===== src/rtl/decode_issue_stage.sv =====
// RV32 decode/issue stage: register file, WB bypass, load-use bubbles,
// flush and sticky halt, with a registered ID/EX boundary.
package rv32i_pkg;

  typedef enum logic [4:0] {
    INSTR_NOP     = 5'd0,
    INSTR_LUI     = 5'd1,
    INSTR_AUIPC   = 5'd2,
    INSTR_JAL     = 5'd3,
    INSTR_JALR    = 5'd4,
    INSTR_BRANCH  = 5'd5,
    INSTR_LB      = 5'd6,
    INSTR_LH      = 5'd7,
    INSTR_LW      = 5'd8,
    INSTR_LBU     = 5'd9,
    INSTR_LHU     = 5'd10,
    INSTR_STORE   = 5'd11,
    INSTR_OPIMM   = 5'd12,
    INSTR_OP      = 5'd13,
    INSTR_FENCE   = 5'd14,
    INSTR_SYSTEM  = 5'd15,
    INSTR_ILLEGAL = 5'd16
  } rv32i_instr_e;

  typedef struct packed {
    logic         valid;
    rv32i_instr_e instr_type;
    logic [4:0]   rs1_addr;
    logic [4:0]   rs2_addr;
    logic [31:0]  rs1_data;
    logic [31:0]  rs2_data;
    logic [31:0]  imm;
    logic [31:0]  pc;
    logic [4:0]   rd_addr;
    logic         write_en;
  } id_ex_t;

  function automatic logic is_load(rv32i_instr_e t);
    return (t == INSTR_LB) || (t == INSTR_LH) || (t == INSTR_LW) ||
           (t == INSTR_LBU) || (t == INSTR_LHU);
  endfunction

endpackage

module decode
  import rv32i_pkg::*;
(
  input  logic [31:0]  instr,
  output logic [4:0]   rs1,
  output logic [4:0]   rs2,
  output logic [4:0]   rd,
  output logic [31:0]  imm,
  output logic         write_en,
  output logic         stall_if,
  output rv32i_instr_e instr_type
);

  logic [6:0]  opc;
  logic [2:0]  f3;
  logic [31:0] i_imm, s_imm, b_imm, u_imm, j_imm;
  logic op_lui, op_auipc, op_jal, op_jalr, op_br;
  logic op_ld, op_st, op_imm, op_reg, op_fence, op_sys;

  assign opc = instr[6:0];
  assign f3  = instr[14:12];
  assign rs1 = instr[19:15];
  assign rs2 = instr[24:20];
  assign rd  = instr[11:7];

  assign i_imm = {{20{instr[31]}}, instr[31:20]};
  assign s_imm = {{20{instr[31]}}, instr[31:25], instr[11:7]};
  assign b_imm = {{19{instr[31]}}, instr[31], instr[7],
                  instr[30:25], instr[11:8], 1'b0};
  assign u_imm = {instr[31:12], 12'b0};
  assign j_imm = {{11{instr[31]}}, instr[31], instr[19:12],
                  instr[20], instr[30:21], 1'b0};

  assign op_lui   = opc == 7'b0110111;
  assign op_auipc = opc == 7'b0010111;
  assign op_jal   = opc == 7'b1101111;
  assign op_jalr  = opc == 7'b1100111;
  assign op_br    = opc == 7'b1100011;
  assign op_ld    = opc == 7'b0000011;
  assign op_st    = opc == 7'b0100011;
  assign op_imm   = opc == 7'b0010011;
  assign op_reg   = opc == 7'b0110011;
  assign op_fence = opc == 7'b0001111;
  assign op_sys   = opc == 7'b1110011;

  // Illegal encodings and SYSTEM ops both ask fetch to stop.
  always_comb begin
    instr_type = INSTR_ILLEGAL;
    imm        = '0;
    write_en   = 1'b0;
    stall_if   = 1'b1;
    unique case (1'b1)
      op_lui: begin
        instr_type = INSTR_LUI;
        imm = u_imm; write_en = 1'b1; stall_if = 1'b0;
      end
      op_auipc: begin
        instr_type = INSTR_AUIPC;
        imm = u_imm; write_en = 1'b1; stall_if = 1'b0;
      end
      op_jal: begin
        instr_type = INSTR_JAL;
        imm = j_imm; write_en = 1'b1; stall_if = 1'b0;
      end
      op_jalr: begin
        instr_type = INSTR_JALR;
        imm = i_imm; write_en = 1'b1; stall_if = 1'b0;
      end
      op_br: begin
        instr_type = INSTR_BRANCH;
        imm = b_imm; stall_if = 1'b0;
      end
      op_ld: begin
        imm = i_imm;
        unique case (f3)
          3'b000:  instr_type = INSTR_LB;
          3'b001:  instr_type = INSTR_LH;
          3'b010:  instr_type = INSTR_LW;
          3'b100:  instr_type = INSTR_LBU;
          3'b101:  instr_type = INSTR_LHU;
          default: instr_type = INSTR_ILLEGAL;
        endcase
        write_en = instr_type != INSTR_ILLEGAL;
        stall_if = instr_type == INSTR_ILLEGAL;
      end
      op_st: begin
        instr_type = INSTR_STORE;
        imm = s_imm; stall_if = 1'b0;
      end
      op_imm: begin
        instr_type = INSTR_OPIMM;
        imm = i_imm; write_en = 1'b1; stall_if = 1'b0;
      end
      op_reg: begin
        instr_type = INSTR_OP;
        write_en = 1'b1; stall_if = 1'b0;
      end
      op_fence: begin
        instr_type = INSTR_FENCE;
        stall_if = 1'b0;
      end
      op_sys: begin
        instr_type = INSTR_SYSTEM;
        imm = i_imm;
      end
      default: ;
    endcase
  end

endmodule

module decode_issue_stage
  import rv32i_pkg::*;
#(
  parameter int NUM_REGS       = 32,
  parameter bit WB_BYPASS      = 1'b1,
  parameter bit LOAD_USE_STALL = 1'b1,
  parameter int CNT_W          = 16
) (
  input  logic             clk,
  input  logic             rst,
  input  logic             flush,
  input  logic             if_id_valid,
  output logic             if_id_ready,
  input  logic [31:0]      if_id_instr_data,
  input  logic [31:0]      if_id_pc,
  input  logic             wb_id_wr_en,
  input  logic [4:0]       wb_id_rd_addr,
  input  logic [31:0]      wb_id_rd_data,
  output logic             id_ex_valid,
  input  logic             id_ex_ready,
  output rv32i_instr_e     id_ex_instr_type,
  output logic [4:0]       id_ex_rs1_addr,
  output logic [4:0]       id_ex_rs2_addr,
  output logic [31:0]      id_ex_rs1_data,
  output logic [31:0]      id_ex_rs2_data,
  output logic [31:0]      id_ex_imm,
  output logic [31:0]      id_ex_pc,
  output logic [4:0]       id_ex_rd_addr,
  output logic             id_ex_write_en,
  output logic             halted,
  output logic [CNT_W-1:0] hazard_cnt
);

  localparam int AW = $clog2(NUM_REGS);

  logic [4:0]   d_rs1, d_rs2, d_rd;
  logic [31:0]  d_imm;
  logic         d_we, d_stall;
  rv32i_instr_e d_type;

  logic [31:0]  rf [NUM_REGS];
  logic [31:0]  rs1_val, rs2_val;
  id_ex_t       q;
  logic         hazard, advance, accept;

  decode u_dec (
    .instr      (if_id_instr_data),
    .rs1        (d_rs1),
    .rs2        (d_rs2),
    .rd         (d_rd),
    .imm        (d_imm),
    .write_en   (d_we),
    .stall_if   (d_stall),
    .instr_type (d_type)
  );

  function automatic logic in_rf(logic [4:0] a);
    return (a != 5'd0) && ({1'b0, a} < 6'(NUM_REGS));
  endfunction

  always_comb begin
    rs1_val = '0;
    if (in_rf(d_rs1)) begin
      rs1_val = rf[d_rs1[AW-1:0]];
      if (WB_BYPASS && wb_id_wr_en && wb_id_rd_addr == d_rs1)
        rs1_val = wb_id_rd_data;
    end
  end

  always_comb begin
    rs2_val = '0;
    if (in_rf(d_rs2)) begin
      rs2_val = rf[d_rs2[AW-1:0]];
      if (WB_BYPASS && wb_id_wr_en && wb_id_rd_addr == d_rs2)
        rs2_val = wb_id_rd_data;
    end
  end

  always_ff @(posedge clk or negedge rst) begin
    if (!rst) begin
      for (int i = 0; i < NUM_REGS; i++) rf[i] <= '0;
    end else begin
      for (int i = 1; i < NUM_REGS; i++)
        if (wb_id_wr_en && wb_id_rd_addr == 5'(i))
          rf[i] <= wb_id_rd_data;
    end
  end

  assign hazard = LOAD_USE_STALL && q.valid && is_load(q.instr_type) &&
                  q.write_en && (q.rd_addr != 5'd0) &&
                  ((q.rd_addr == d_rs1) || (q.rd_addr == d_rs2));

  assign advance     = !q.valid || id_ex_ready;
  assign if_id_ready = flush || (!halted && !hazard && advance);
  assign accept      = if_id_valid && if_id_ready && !flush;

  always_ff @(posedge clk or negedge rst) begin
    if (!rst) begin
      q            <= '0;
      q.instr_type <= INSTR_NOP;
      halted       <= 1'b0;
      hazard_cnt   <= '0;
    end else if (flush) begin
      q.valid      <= 1'b0;
      q.instr_type <= INSTR_NOP;
      q.write_en   <= 1'b0;
      halted       <= 1'b0;
    end else if (accept) begin
      q.valid      <= 1'b1;
      q.instr_type <= d_type;
      q.rs1_addr   <= d_rs1;
      q.rs2_addr   <= d_rs2;
      q.rs1_data   <= rs1_val;
      q.rs2_data   <= rs2_val;
      q.imm        <= d_imm;
      q.pc         <= if_id_pc;
      q.rd_addr    <= d_rd;
      q.write_en   <= d_we;
      if (d_stall) halted <= 1'b1;
    end else if (advance) begin
      q.valid      <= 1'b0;
      q.instr_type <= INSTR_NOP;
      q.write_en   <= 1'b0;
      if (hazard && hazard_cnt != '1)
        hazard_cnt <= hazard_cnt + 1'b1;
    end
  end

  assign id_ex_valid      = q.valid;
  assign id_ex_instr_type = q.instr_type;
  assign id_ex_rs1_addr   = q.rs1_addr;
  assign id_ex_rs2_addr   = q.rs2_addr;
  assign id_ex_rs1_data   = q.rs1_data;
  assign id_ex_rs2_data   = q.rs2_data;
  assign id_ex_imm        = q.imm;
  assign id_ex_pc         = q.pc;
  assign id_ex_rd_addr    = q.rd_addr;
  assign id_ex_write_en   = q.write_en;

endmodule


===== config.mk =====
export PLATFORM = sky130hd
export DESIGN_NAME = decode_issue_stage
export DESIGN_NICKNAME = d
export VERILOG_FILES = /design/src/rtl/decode_issue_stage.sv
export SDC_FILE = /design/constraint.sdc
export NUM_CORES = 2
export LEC_CHECK = 0
export ABC_AREA = 1
export ABC_CLOCK_PERIOD_IN_PS = 2400
export BUFFER_PORTS_ARGS = -buffer_cell sky130_fd_sc_hd__buf_2
export CAP_MARGIN = 30
export CORE_MARGIN = 2
export CORE_UTILIZATION = 56
export CTS_CLUSTER_SIZE = 28
export DETAILED_ROUTE_END_ITERATION = 7
export PLACE_DENSITY = 0.74
export SLEW_MARGIN = 20
export SYNTH_ARGS = -nofsm -noshare
export SYNTH_HDL_FRONTEND = slang
export SYNTH_SLANG_ARGS = --single-unit
export TNS_END_PERCENT = 10

===== constraint.sdc =====
create_clock -name clk -period 2.4 [get_ports clk]
set_clock_uncertainty 0.05 [all_clocks]
set_input_delay 0.48 -clock clk [delete_from_list [all_inputs] [get_ports clk]]
set_output_delay 0.48 -clock clk [all_outputs]
set_load 0.05 [all_outputs]

==> impl_results.md <==
- H-tree Lvls: 3
- Compound-gate portion of the synthesized area: 23.1%
- Measured slew at the worst slew-check pin: 0.923 ns
- Worst-path clk slew: 0.06 ns
- Final ANT Viol Nets: 0
- Skew-Pair Late Insertion Delay: 0.74 ns
- Mux contribution to synthesized area: 0%
- Power share of the clock group: 35.6%
- Syn avg cell area: 7.38 um2
- Worst hold-check path type: input port to flop
- Maximum resistive drop on vdd: 0.902 mV
- Final non-filler cell total: 9,915
- Die Area: 113,000 um2
- Leak pwr: 33.4 nW
- Die X: 336 um
- GR Overflow Total: 0
- Row count: 121
- Crit Path Class: flop to primary output
- GPL Wtd Cong: 0.940
- Pwr Density: 829 nW/um2
- Sequential share of the synthesized area: 47.0%
- Count leader, synth: nand2_1
- R2r setup slk: 0.07 ns
- Synth top cells by count: nand2_1, o21ai_0, dfrtp_1
- Crit end category: primary output
- Synth Area in XOR/XNOR: 0.270%
- Ranking of synthesized cells by area: dfrtp_1, o21ai_0, nand2_1
- Starting Density: 56.6%
- Filler cells: 9,214
- Avg Vias per Cell: 6.41
- Top-area cell type share of the netlist area: 47.0%
- Post-synth EDFFs: 0
- Combinational Power Share: 21.3%
- Synth async-reset ratio: 100%
- Synth Instances: 8,353
- Pin count of the biggest net entering global routing: 129
- Setup_tns: -0.326 ns
- Status: complete, but fails checks
- Synth Area in Simple Gates: 21.0%
- Maxcap violations: 0
- Clk buf depth: 3
- Cell Area, Synth: 61,700 um2
- Slew Viols, Final: 0
- Largest family of logic cells by synthesized area: compound AO/OA/AOI/OAI gates
- Register area: 29,000 um2
- Data required, critical path: 1.87 ns
- Crit. Startpoint: id_ex_valid
- Placeable Area: 109,000 um2
- Largest area contributor in the netlist: dfrtp_1
- First-pass GRT wire length: 355 mm
- Final Cycle Share: 114%
- Crit Reg-Reg Startpoint: id_ex_write_en
- Total CTS buffers: 121
- Inst Count DP: 9,631
- Number of global-route vias before repair: 59,843
- Number of port buffers: 274
- Share of layout cells above drive strength 1: 10.8%
- Final Hold Viols: 0
- Register share of total power: 43.2%
- Area grow syn2layout: 15.7%
- Sink Count: 1,159
- Switching portion of total power: 32.6%
- Number of remaining DRC errors: 1
- TritonRoute pass-1 iters: 8
- Final setup vio count: 1
- #FFs+latches synth: 1,159
- Arr. time, crit path: 2.20 ns
- RSZ-0062 raised after global routing: true
- Worst Reg-to-Reg Cells: 10
- Failing checks: design-rule violations, negative setup slack
- Adder-cell share of the synthesized area: 0.0203%
- Startpoint types: flop
- Most used flip-flop cell after synthesis: dfrtp_1
- Root Buffer: clkbuf_16
- Drt total wl: 235 mm
- Warnings from Yosys: 32
- # nets final: 8,499
- Max transition margin: 38.4%
- GRT Total Usage: 40.9%
- CTS tree: built
- Hold Path Cell Cnt: 5
- Hold_sp: wb_id_rd_data[11]
- Die Height: 336 um
- 1st-iter DRT viols: 10,030
- Tmin final: 2.73 ns
- Final HPWL DP: 138 mm
- Peak Freq: 367 MHz
- WL/cell: 23.7 um
- Area of the multi-input gates: 27,700 um2
- Layout Utilization: 65.4%
- Crit path max fanout: 3
- Final WS setup: -0.326 ns
- Initial antenna violation count: 12
- Via Count: 63,560
- Post-Syn Nets: 8,461
- Worst slack, placed: -0.0233 ns
- Switching power: 0.0193 W
- Pint: 0.0398 W
- Ports: 275
- Post-synthesis cell type count: 33
path summary, 6_finish.rpt:
kind	to
min	id_ex_rs1_data[11]
max reg2reg	id_ex_imm[10]
min reg2reg	id_ex_imm[23]
min in group asynchronous	rf[898]
max	if_id_ready
max in group asynchronous	rf[30]
registers in the layout (all words and copies together), names as in the netlist:
name / cells
halted: 1
id_ex_rs1_data: 32
id_ex_write_en: 1
rf: 992
id_ex_rd_addr: 5
id_ex_instr_type: 5
id_ex_rs1_addr: 5
id_ex_rs2_data: 32
hazard_cnt: 16
id_ex_rs2_addr: 5
id_ex_imm: 32
id_ex_pc: 32
id_ex_valid: 1
layer usage:
metal | up-vias | part of all wire (%) | wire length (um) | global-route usage (%)
met1 | 29844 | 37 | 86000 | 53.9
li1 | 28114 | - | - | -
met3 | 1005 | 15 | 34200 | 12.7
met5 | - | 0.033 | 78 | 0
met4 | 12 | 6.4 | 15000 | 23.5
met2 | 4585 | 42 | 99300 | 59.6
per-stage QoR:
| step | hold WS (ns) | cell area (um2) | total power, W |
|---|---|---|---|
| CTS | 0.00584 | 71300 | 0.0588 |
| floorplan | 0.134 | 61700 | 0.0335 |
| detailed placement | 0.388 | 66300 | 0.0378 |
| global route | 0.0476 | 71300 | 0.0617 |
| finish | 0.0333 | 71300 | 0.0591 |
| global placement | 0.388 | 66300 | 0.0373 |
area by class of cell:
type	instances	share of cell area (%)
Antenna cell	7	0.0246
Multi-Input combinational cell	5858	38.8
Inverter	578	3.10
Tap cell	1414	2.48
Clock buffer	168	5.00
Sequential cell	1159	40.7
Timing Repair Buffer	673	8.66
Clock inverter	58	1.22
critical path: stages, from the launching register on:
cell and delay (ns):
dfrtp_1 0.38, inv_1 0.08, nor2_1 0.05, nor2_1 0.57
nand2_2 0.11, nand2_2 0.12, buf_8 0.15
layout by cell type, fill, tap and decap left out, types with 28 or more instances in the layout:
master,Yosys,final
dlygate4sd3_1,0,47
nand3_1,1001,992
inv_1,566,560
nor2_1,59,50
o21ai_0,1714,1713
buf_2,195,264
buf_4,5,224
clkbuf_16,0,125
clkbuf_8,0,28
nand2_1,2000,1971
o211ai_1,190,190
dfrtp_1,1159,1156
o21ai_1,105,106
a21oi_1,717,717
buf_12,0,129
repair_timing:
| item | CTS | global route |
|---|---|---|
| endpoints found under the hold margin | 59 | 0 |
| pin swaps | 5 | 3 |
| buffers inserted | 4 | 0 |
| hold buffers | 47 | 0 |
| gates resized for setup | 19 | 7 |
| endpoints found under the setup margin | 1 | 3 |
power by group through the flow:
| stage | clock network (W) | registers (W) | logic [W] |
|---|---|---|---|
| final | 0.0210 | 0.0255 | 0.0126 |
| after global routing | 0.0219 | 0.0259 | 0.0139 |
| after CTS | 0.0211 | 0.0254 | 0.0123 |
| after detailed placement | 0 | 0.0256 | 0.0122 |
| after global placement | 0 | 0.0255 | 0.0117 |
| after floorplan | 0 | 0.0266 | 0.00687 |
cells by family after synthesis:
kind of cell    Yosys count
simple gates           3092
compound gates         2746
buf+inv                1336
flops                  1159
xor+xnor                 19
fa+ha+maj                 1
(Power assumes the default switching activity.)
